===== src/rtl/video_gen_pkg.sv =====
// video_gen_pkg: shared types and helpers for the raster video generator.
package video_gen_pkg;
  typedef logic [11:0] cnt_t;
  typedef enum logic [1:0] {IDLE, REQ, WAIT_SLOT} fetch_state_t;
  function automatic int bytes_per_line(input int h_active);
    return h_active / 8;
  endfunction
endpackage


===== src/rtl/video_gen_timing.sv =====
// video_timing: pixel divider, raster counters, sync, window flags and frame pulse.
module video_timing import video_gen_pkg::*; #(
  parameter int CLK_DIV  = 2,
  parameter int H_TOTAL  = 256,
  parameter int H_SYNC   = 16,
  parameter int H_START  = 64,
  parameter int H_ACTIVE = 128,
  parameter int V_TOTAL  = 312,
  parameter int V_SYNC   = 4,
  parameter int V_START  = 40,
  parameter int V_ACTIVE = 128
) (
  input  logic clk,
  input  logic rst,
  output logic tick,
  output cnt_t hcount,
  output cnt_t vcount,
  output logic hs,
  output logic vs,
  output logic active,
  output logic line_active,
  output logic group_load,
  output logic frame_irq
);
  logic [7:0] div;
  logic       hwrap;
  cnt_t       hn, vn, hoff_n;
  assign tick        = div == 8'(CLK_DIV - 1);
  assign hwrap       = hcount == cnt_t'(H_TOTAL - 1);
  assign hn          = hwrap ? '0 : hcount + cnt_t'(1);
  assign vn          = !hwrap ? vcount : vcount == cnt_t'(V_TOTAL - 1) ? '0 : vcount + cnt_t'(1);
  assign hs          = hcount < cnt_t'(H_SYNC);
  assign vs          = vcount < cnt_t'(V_SYNC);
  assign line_active = vcount >= cnt_t'(V_START) && vcount < cnt_t'(V_START + V_ACTIVE);
  assign active      = line_active && hcount >= cnt_t'(H_START) && hcount < cnt_t'(H_START + H_ACTIVE);
  // Shifter reloads on the tick that moves hcount onto an 8-pixel group start.
  assign hoff_n      = hn - cnt_t'(H_START);
  assign group_load  = tick && line_active && hoff_n < cnt_t'(H_ACTIVE) && hoff_n[2:0] == 3'd0;
  always_ff @(posedge clk or posedge rst)
    if (rst) begin
      div       <= '0;
      hcount    <= '0;
      vcount    <= '0;
      frame_irq <= 1'b0;
    end else begin
      div       <= tick ? '0 : div + 8'd1;
      frame_irq <= tick && hn == '0 && vn == '0;
      if (tick) begin
        hcount <= hn;
        vcount <= vn;
      end
    end
endmodule


===== src/rtl/video_gen.sv =====
// video_gen: raster generator fetching bitmap bytes over req/ack and shifting pixels MSB first.
module video_gen import video_gen_pkg::*; #(
  parameter int          CLK_DIV   = 2,
  parameter int          H_TOTAL   = 256,
  parameter int          H_SYNC    = 16,
  parameter int          H_START   = 64,
  parameter int          H_ACTIVE  = 128,
  parameter int          V_TOTAL   = 312,
  parameter int          V_SYNC    = 4,
  parameter int          V_START   = 40,
  parameter int          V_ACTIVE  = 128,
  parameter logic [15:0] VRAM_BASE = 16'hF800
) (
  input  logic        clk,
  input  logic        reset,
  input  logic        enable,
  output logic        memReq,
  output logic [15:0] memAddr,
  input  logic        memAck,
  input  logic [7:0]  memData,
  output logic        videoSync,
  output logic        videoPixel,
  output logic        frameIrq,
  output logic        underrun
);
  localparam int BYTES_PER_LINE = bytes_per_line(H_ACTIVE);
  fetch_state_t state, state_n;
  cnt_t         hcount, vcount, hoff;
  logic         tick, hs, vs, active, line_active, load, fetch_go, stale;
  logic [7:0]   buffer, shreg;
  logic [15:0]  next_addr;
  video_timing #(
    .CLK_DIV(CLK_DIV), .H_TOTAL(H_TOTAL), .H_SYNC(H_SYNC), .H_START(H_START),
    .H_ACTIVE(H_ACTIVE), .V_TOTAL(V_TOTAL), .V_SYNC(V_SYNC), .V_START(V_START),
    .V_ACTIVE(V_ACTIVE)
  ) u_timing (
    .clk(clk), .rst(reset), .tick(tick), .hcount(hcount), .vcount(vcount),
    .hs(hs), .vs(vs), .active(active), .line_active(line_active),
    .group_load(load), .frame_irq(frameIrq)
  );
  // Each request fetches the byte for the group that starts 8 pixels later.
  assign hoff      = hcount - cnt_t'(H_START - 8);
  assign fetch_go  = state == IDLE && enable && line_active && hoff < cnt_t'(H_ACTIVE) && hoff[2:0] == 3'd0;
  assign next_addr = VRAM_BASE + 16'((32'(vcount) - 32'(V_START)) * BYTES_PER_LINE) + 16'(hoff >> 3);
  assign memReq    = state == REQ;
  // An ack arriving after its group was already loaded (stale) is completed and dropped.
  always_comb
    state_n = state == IDLE ? (fetch_go ? REQ : IDLE) :
              state == REQ  ? (memAck ? (stale ? IDLE : WAIT_SLOT) : REQ) :
              (load ? IDLE : WAIT_SLOT);
  always_ff @(posedge clk or posedge reset)
    if (reset) begin
      state      <= IDLE;
      stale      <= 1'b0;
      buffer     <= '0;
      shreg      <= '0;
      memAddr    <= '0;
      videoSync  <= 1'b0;
      videoPixel <= 1'b0;
      underrun   <= 1'b0;
    end else begin
      state      <= state_n;
      stale      <= state == REQ && !memAck && (stale || load);
      videoSync  <= hs ^ vs;
      videoPixel <= enable && active && shreg[7];
      if (fetch_go) memAddr <= next_addr;
      if (state == REQ && memAck && !stale) buffer <= memData;
      if (load) shreg <= state == WAIT_SLOT ? buffer : '0;
      else if (tick) shreg <= {shreg[6:0], 1'b0};
      if (load && state == REQ) underrun <= 1'b1;
    end
endmodule

===== config.mk =====
export PLATFORM = sky130hd
export DESIGN_NAME = video_gen
export DESIGN_NICKNAME = d
export VERILOG_FILES = /design/src/rtl/video_gen_pkg.sv /design/src/rtl/video_gen_timing.sv /design/src/rtl/video_gen.sv
export SDC_FILE = /design/constraint.sdc
export NUM_CORES = 1
export LEC_CHECK = 0
export ABC_AREA = 1
export ABC_CLOCK_PERIOD_IN_PS = 2950
export BUFFER_PORTS_ARGS = -buffer_cell sky130_fd_sc_hd__buf_4
export CAP_MARGIN = 10
export CORE_ASPECT_RATIO = 1.75
export CORE_MARGIN = 5
export CORE_UTILIZATION = 61
export DETAILED_ROUTE_END_ITERATION = 10
export PLACE_DENSITY_LB_ADDON = 0.08
export SYNTH_ARGS = -nofsm -noshare
export SYNTH_HDL_FRONTEND = slang
export SYNTH_SLANG_ARGS = --single-unit
export TNS_END_PERCENT = 5

===== constraint.sdc =====
create_clock -name clk -period 2.95 [get_ports clk]
set_input_delay 0.4425 -clock clk [delete_from_list [all_inputs] [get_ports clk]]
set_output_delay 0.4425 -clock clk [all_outputs]
set_load 0.01 [all_outputs]

== Word level (Yosys, flattened, before mapping) ==
Index checks and enable logic that the tools add are counted.

* Register bits after elaboration: 71
* Input bits: 12
* Output and inout port bits: 21
* Logic and storage cells: 75

* Add/sub/neg operators: 8
* Order comparisons: 8
* Equal/unequal tests: 5
* Mux-type cells: 13
* Bitwise logic cells: 1
* Reduce and logical (&&, ||, !) cells: 28

{| class="wikitable"
|+ Operator list
! kind !! count
|-
| $lt 12x8->1 const B || 4
|-
| $mux 12 || 3
|-
| $mux 8 || 4
|-
| $add 12x1->12 const B || 2
|-
| $logic_not 12->1 || 2
|-
| $sub 12x6->12 const B || 2
|-
| $logic_and 1x1->1 || 19
|-
| $add 16x16->16 const A || 1
|-
| $add 16x9->16 || 1
|-
| $eq 12x8->1 const B || 1
|-
| $eq 12x9->1 const B || 1
|-
| $ge 12x6->1 const B || 1
|-
| $ge 12x7->1 const B || 1
|-
| $lt 12x3->1 const B || 1
|-
| $lt 12x5->1 const B || 1
|-
| $sub 12x7->12 const B || 1
|-
| $mux 2 || 5
|-
| $add 8x1->8 const B || 1
|-
| $eq 8x1->1 const B || 1
|-
| $logic_not 3->1 || 2
|-
| $eq 2x1->1 const B || 1
|-
| $eq 2x2->1 const B || 1
|-
| $logic_not 1->1 || 2
|-
| $logic_not 2->1 || 1
|-
| other kinds (4) || 4
|}

== Logic depth before layout (Yosys ltp) ==
* Depth in word-level cells: 9
* Gate-level depth with buffers: 19

== Cells and area by module ==
Synthesis repeated with hierarchy kept, for this count alone.

* Cells, all modules: 590
* Area, all modules: 4471.8 um2

{| class="wikitable"
|+ By module, submodules not included
! module !! instances !! cells each !! area an instance (um2) !! sequential area each (um2)
|-
| video_timing || 1 || 325 || 2272.2 || 825.8
|-
| video_gen || 1 || 265 || 2199.6 || 950.9
|}

== Worst setup path after synthesis ==
Ideal clock, no wire load.

* Path kind: reg-to-reg
* Start point: reg u_timing.hcount[3]
* End point: reg memAddr[11]
* Setup time: 0.063 ns
* Data arrival time: 2.496 ns
* Data required time: 2.887 ns
* Path slack: 0.391 ns
* Stages on the path, launching flop included: 18
* Path buffers: 0
* Period minus slack after synthesis: 2.559 ns
* Cells stage by stage: dfrtp_1 ha_1 nand2_1 nand4_1 nor2_1 nor2_1 a21oi_1 inv_1 ha_1 inv_1 o21ai_0 a31oi_1 o21ai_0 nand3_1 or2_2 nand3_1 o21ai_1 inv_1

* Longest elaborated chain between the ends: 4
* Elaborated cells on any way between the ends: 5

{| class="wikitable"
|+ Ends and longest elaborated chain
! what !! line !! source
|-
| start, declared || video_gen_timing.sv:16 || <nowiki>output cnt_t hcount,</nowiki>
|-
| start signal, assigned || video_gen_timing.sv:49 || <nowiki>hcount <= hn;</nowiki>
|-
| $sub 12x6->12 (*) || video_gen.sv:42 || <nowiki>assign hoff = hcount - cnt_t'(H_START - 8);</nowiki>
|-
| $lt 12x8->1 || video_gen.sv:43 || <nowiki>assign fetch_go = state == IDLE && enable && line_active && hoff < cnt_t'(H_ACTIVE) && hoff[2:0] == 3'd0;</nowiki>
|-
| $logic_and 1x1->1 (2 in a row) || video_gen.sv:43 ||
|-
| end signal, assigned || video_gen.sv:66 || <nowiki>if (fetch_go) memAddr <= next_addr;</nowiki>
|-
| end, declared || video_gen.sv:18 || <nowiki>output logic [15:0] memAddr,</nowiki>
|}

Mark *: on every way between the ends. The rest lies on a longest branch, timed or not.
A chain may end at the register's enable or synchronous reset.

== Final worst setup path ==
* Start point: reg u_timing.hcount[4]
* End point: reg memAddr[12]

The elaborated chain is that of the path after synthesis.

==> impl_metrics.yaml <==
worst_setup_path:
  crit_arrival_ns: 2.95
  worstSetupStartpointType: "register"
  critPathCaptureType: "register"
  crit_path_max_fanout: 4
  crit_required_ns: 3.17
  path_class: "reg2reg"
pwr:
  pwr-share-seq_pct: 46.9
  powerDensity_mw_per_mm2: 401
  p_clk_share_pct: 51.5
  power.leakage_nw: 2.73
  swShare_pct: 21.2
  p_comb_share_pct: 1.6
  intPower_w: 0.00164
  peakVddDrop_uv: 484
  power.net_switching_w: 0.000441
global_route:
  grt_pass1_vias: 3999
  grt_start_max_net_pins: 72
  antenna_found_initial: 0
  grt_pass1_wl_um: 17800
  overflow: 0
  track_usage_pct: 25.5
synth:
  synth_compound_area_share_pct: 7.98
  synth-simple-area-share_pct: 30.6
  ys_ff_latch: 71
  synth_warnings: 0
  synth_top_family_by_area: "simple AND/OR/NAND/NOR gates"
  synth_xor_area_share_pct: 4.30
  postSynthAreaPerCell_um2: 7.49
  synth.distinct_cells: 38
  ys_seq_area_share_pct: 39.6
  netlist_instances: 599
  synth.cell_area_mm2: 0.00449
  synth_fa_ha_area_share_pct: 5.47
  synthMuxAreaShare_pct: 1.76
  synth_nets: 630
sta:
  max-slew-margin-rel_pct: 64.3
  drv_slew: 0
  hold_slack_ns: 0.186
  setup_violations: 0
  max_freq_mhz: 367
  post-route-period-util_pct: 92.4
  fin_skew_ns: 0.00748
  setup_tns_ns: 0
  tightest_slew_ns: 0.534
  hold_viol_final: 0
  period_needed_ns: 2.73
placed_design:
  gp_congestion: 0.955
  detailed_place_hpwl_um: 7800
  portBuffers: 32
  dp.cells: 707
floorplanning:
  rows: 41
  initial_core_util_pct: 62.5
  die_w_um: 74.8
  dieHeight_um: 123
  fp.coreArea_mm2: 0.00718
  dieArea_mm2: 0.00924
  io_pins: 33
clocking:
  holdBufCountCts: 0
  clockBufferDepth: 2
  h-tree-depth: 3
  clk_pin_slew_ns: 0.06
  clock_sink_count: 71
  root_buffer: "clkbuf_16"
  cts_tree: "built"
  cts_made_buffers: 9
  clk_latency_ns: 0.34
detailed_routing:
  wl_um: 10600
  drtIter0Drc: 267
  antenna_left: 0
  wl_met2_um: 5940
  first_pass_iters: 5
  top_layer: "met4"
  vias_per_cell: 5.55
  wl_per_cell_um: 14.6
  vias: 4026
  drc: 0
  met3WireLength_um: 380
  wirelength_met1_um: 3680
run:
  maxCapViolations: 0
cells_and_area:
  fin_nets: 666
  final_common_cell: "nand2_1"
  final_util_pct: 72.1
  antennaDiodeCount: 0
  most-common-layout-cells: "144 x nand2_1, 94 x inv_1, 71 x dfrtp_1"
  drive_gt1_share_pct: 16.7
  finalNonFillerCells: 726
  area_growth_pct: 15.4
status:
  status: "finished, final reports clean"
min_path:
  hold_path_class: "in2async"
[Yosys cell counts]
| library cell | instances | area share, % |
|---|---|---|
| nand2_1 | 145 | 12 |
| inv_1 | 95 | 7.9 |
| dfrtp_1 | 71 | 40 |
| nand3_1 | 51 | 5.7 |
| nor2_1 | 45 | 3.8 |
| o21ai_0 | 44 | 4.9 |
| ha_1 | 18 | 5.0 |
| xor2_1 | 17 | 3.3 |
| nand4_1 | 15 | 2.1 |
| nand2_2 | 12 | 1.7 |
| a21oi_1 | 10 | 1.1 |
| clkbuf_1 | 8 | 0.67 |
| nor3_1 | 8 | 0.89 |
| mux2_2 | 7 | 1.8 |
| o21ai_1 | 6 | 0.67 |
| xnor2_1 | 5 | 0.98 |
| buf_2 | 4 | 0.45 |
| buf_4 | 4 | 0.67 |
| nor2_4 | 4 | 1.0 |
| or2_2 | 4 | 0.56 |
| inv_2 | 3 | 0.25 |
| nand3_2 | 3 | 0.67 |
| a31oi_1 | 2 | 0.28 |
| nor2_2 | 2 | 0.28 |
| o21ai_2 | 2 | 0.39 |
| o22ai_1 | 2 | 0.28 |
| a21o_1 | 1 | 0.17 |
| buf_6 | 1 | 0.25 |
| clkinv_1 | 1 | 0.084 |
| fa_1 | 1 | 0.45 |
| nand2b_1 | 1 | 0.14 |
| nand3_4 | 1 | 0.39 |
| nand3b_1 | 1 | 0.17 |
| nor2_8 | 1 | 0.45 |
| nor3_4 | 1 | 0.36 |
| nor3b_1 | 1 | 0.17 |
| o21bai_1 | 1 | 0.17 |
| or3_1 | 1 | 0.14 |
[logic make-up (layout without fill, tap and decap cells)]
logic type | Yosys count | count (layout)
compound gates | 68 | 68
xor+xnor | 22 | 22
fa+ha+maj | 19 | 19
buf+inv | 116 | 157
flops | 71 | 71
mux | 7 | 7
simple gates | 296 | 296
[worst paths after layout]
path | slack (ns) | from | cells past startpoint | end
setup reg to reg | 0.22 | u_timing.hcount[4]$_DFFE_PP0N_ | 17 | memAddr[12]$_DFFE_PP0P_
min in group clk | 0.33 | memData[1] | 2 | buffer[1]$_DFFE_PP0P_
setup / recovery | 0.22 | u_timing.hcount[4]$_DFFE_PP0N_ | 17 | memAddr[12]$_DFFE_PP0P_
hold reg to reg | 0.49 | shreg[2]$_DFFE_PP0P_ | 2 | shreg[2]$_DFFE_PP0P_
max in group asynchronous | 2.46 | reset | 3 | memAddr[0]$_DFFE_PP0P_
hold / removal | 0.19 | reset | 3 | u_timing.vcount[2]$_DFFE_PP0N_
[layout make-up]
| class | instances | area (µm²) |
|---|---|---|
| clock buffers | 10 | 229 |
| clock inverters | 6 | 61.3 |
| repair buffers | 42 | 340 |
| well taps | 86 | 108 |
| multi-input cells | 412 | 2290 |
| fillers | 565 | 2000 |
| inverters | 99 | 372 |
| flip-flops and latches | 71 | 1780 |
[power by group through the flow]
| stage | registers (W) | clock network [W] | logic (W) |
|---|---|---|---|
| 2_1_floorplan | 0.000992 | 0 | 0.0000143 |
| 3_5_place_dp | 0.000992 | 0 | 0.0000352 |
| 4_1_cts | 0.000974 | 0.00109 | 0.0000350 |
| 5_1_grt | 0.000973 | 0.00114 | 0.0000386 |
| 6_report | 0.000974 | 0.00107 | 0.0000334 |
| 3_3_place_gp | 0.000992 | 0 | 0.0000341 |
[flip-flops by register name, summed over array words and instances (netlist names)]
| register | cells |
|---|---|
| buffer | 8 |
| memAddr | 16 |
| shreg | 8 |
| stale | 1 |
| state | 2 |
| u_timing.div | 8 |
| u_timing.frame_irq | 1 |
| u_timing.hcount | 12 |
| u_timing.vcount | 12 |
| underrun | 1 |
| videoPixel | 1 |
| videoSync | 1 |
[repair_timing]
action,4_1_cts,5_1_grt
buffers inserted,0,3
resized for setup,0,11
setup endpoints to repair,0,13
[per-layer routing]
layer  track usage [%]  up-vias
li1                  -     1963
met1              26.5     1897
met2              44.9      122
met4              16.4        0
met5                 0        -
met3              5.37       44
[critical path, cell delays in order, from the launching register on]
cell and delay [ns]:
dfrtp_1 0.44, ha_4 0.19, nand2_2 0.08, nand2_1 0.13, xor2_2 0.19, inv_1 0.06, ha_1 0.22, fa_1 0.41
nand3_1 0.10, nand3_1 0.11, nand2_1 0.11, a21oi_2 0.07, nand2_1 0.08, nand2_1 0.07, xnor2_1 0.15, nand2_1 0.07
o21ai_0 0.09, inv_1 0.06
[per-stage QoR]
| stage | worst slack, ns | area, µm² | power [W] |
|---|---|---|---|
| 3_3_place_gp | 0.259 | 4820 | 0.00103 |
| 5_1_grt | -0.0140 | 5180 | 0.00215 |
| 6_report | 0.223 | 5180 | 0.00208 |
| 3_5_place_dp | 0.132 | 4820 | 0.00103 |
| 2_1_floorplan | 0.391 | 4490 | 0.00101 |
| 4_1_cts | 0.0742 | 5110 | 0.00209 |
Power figures use the tool's default switching activity.
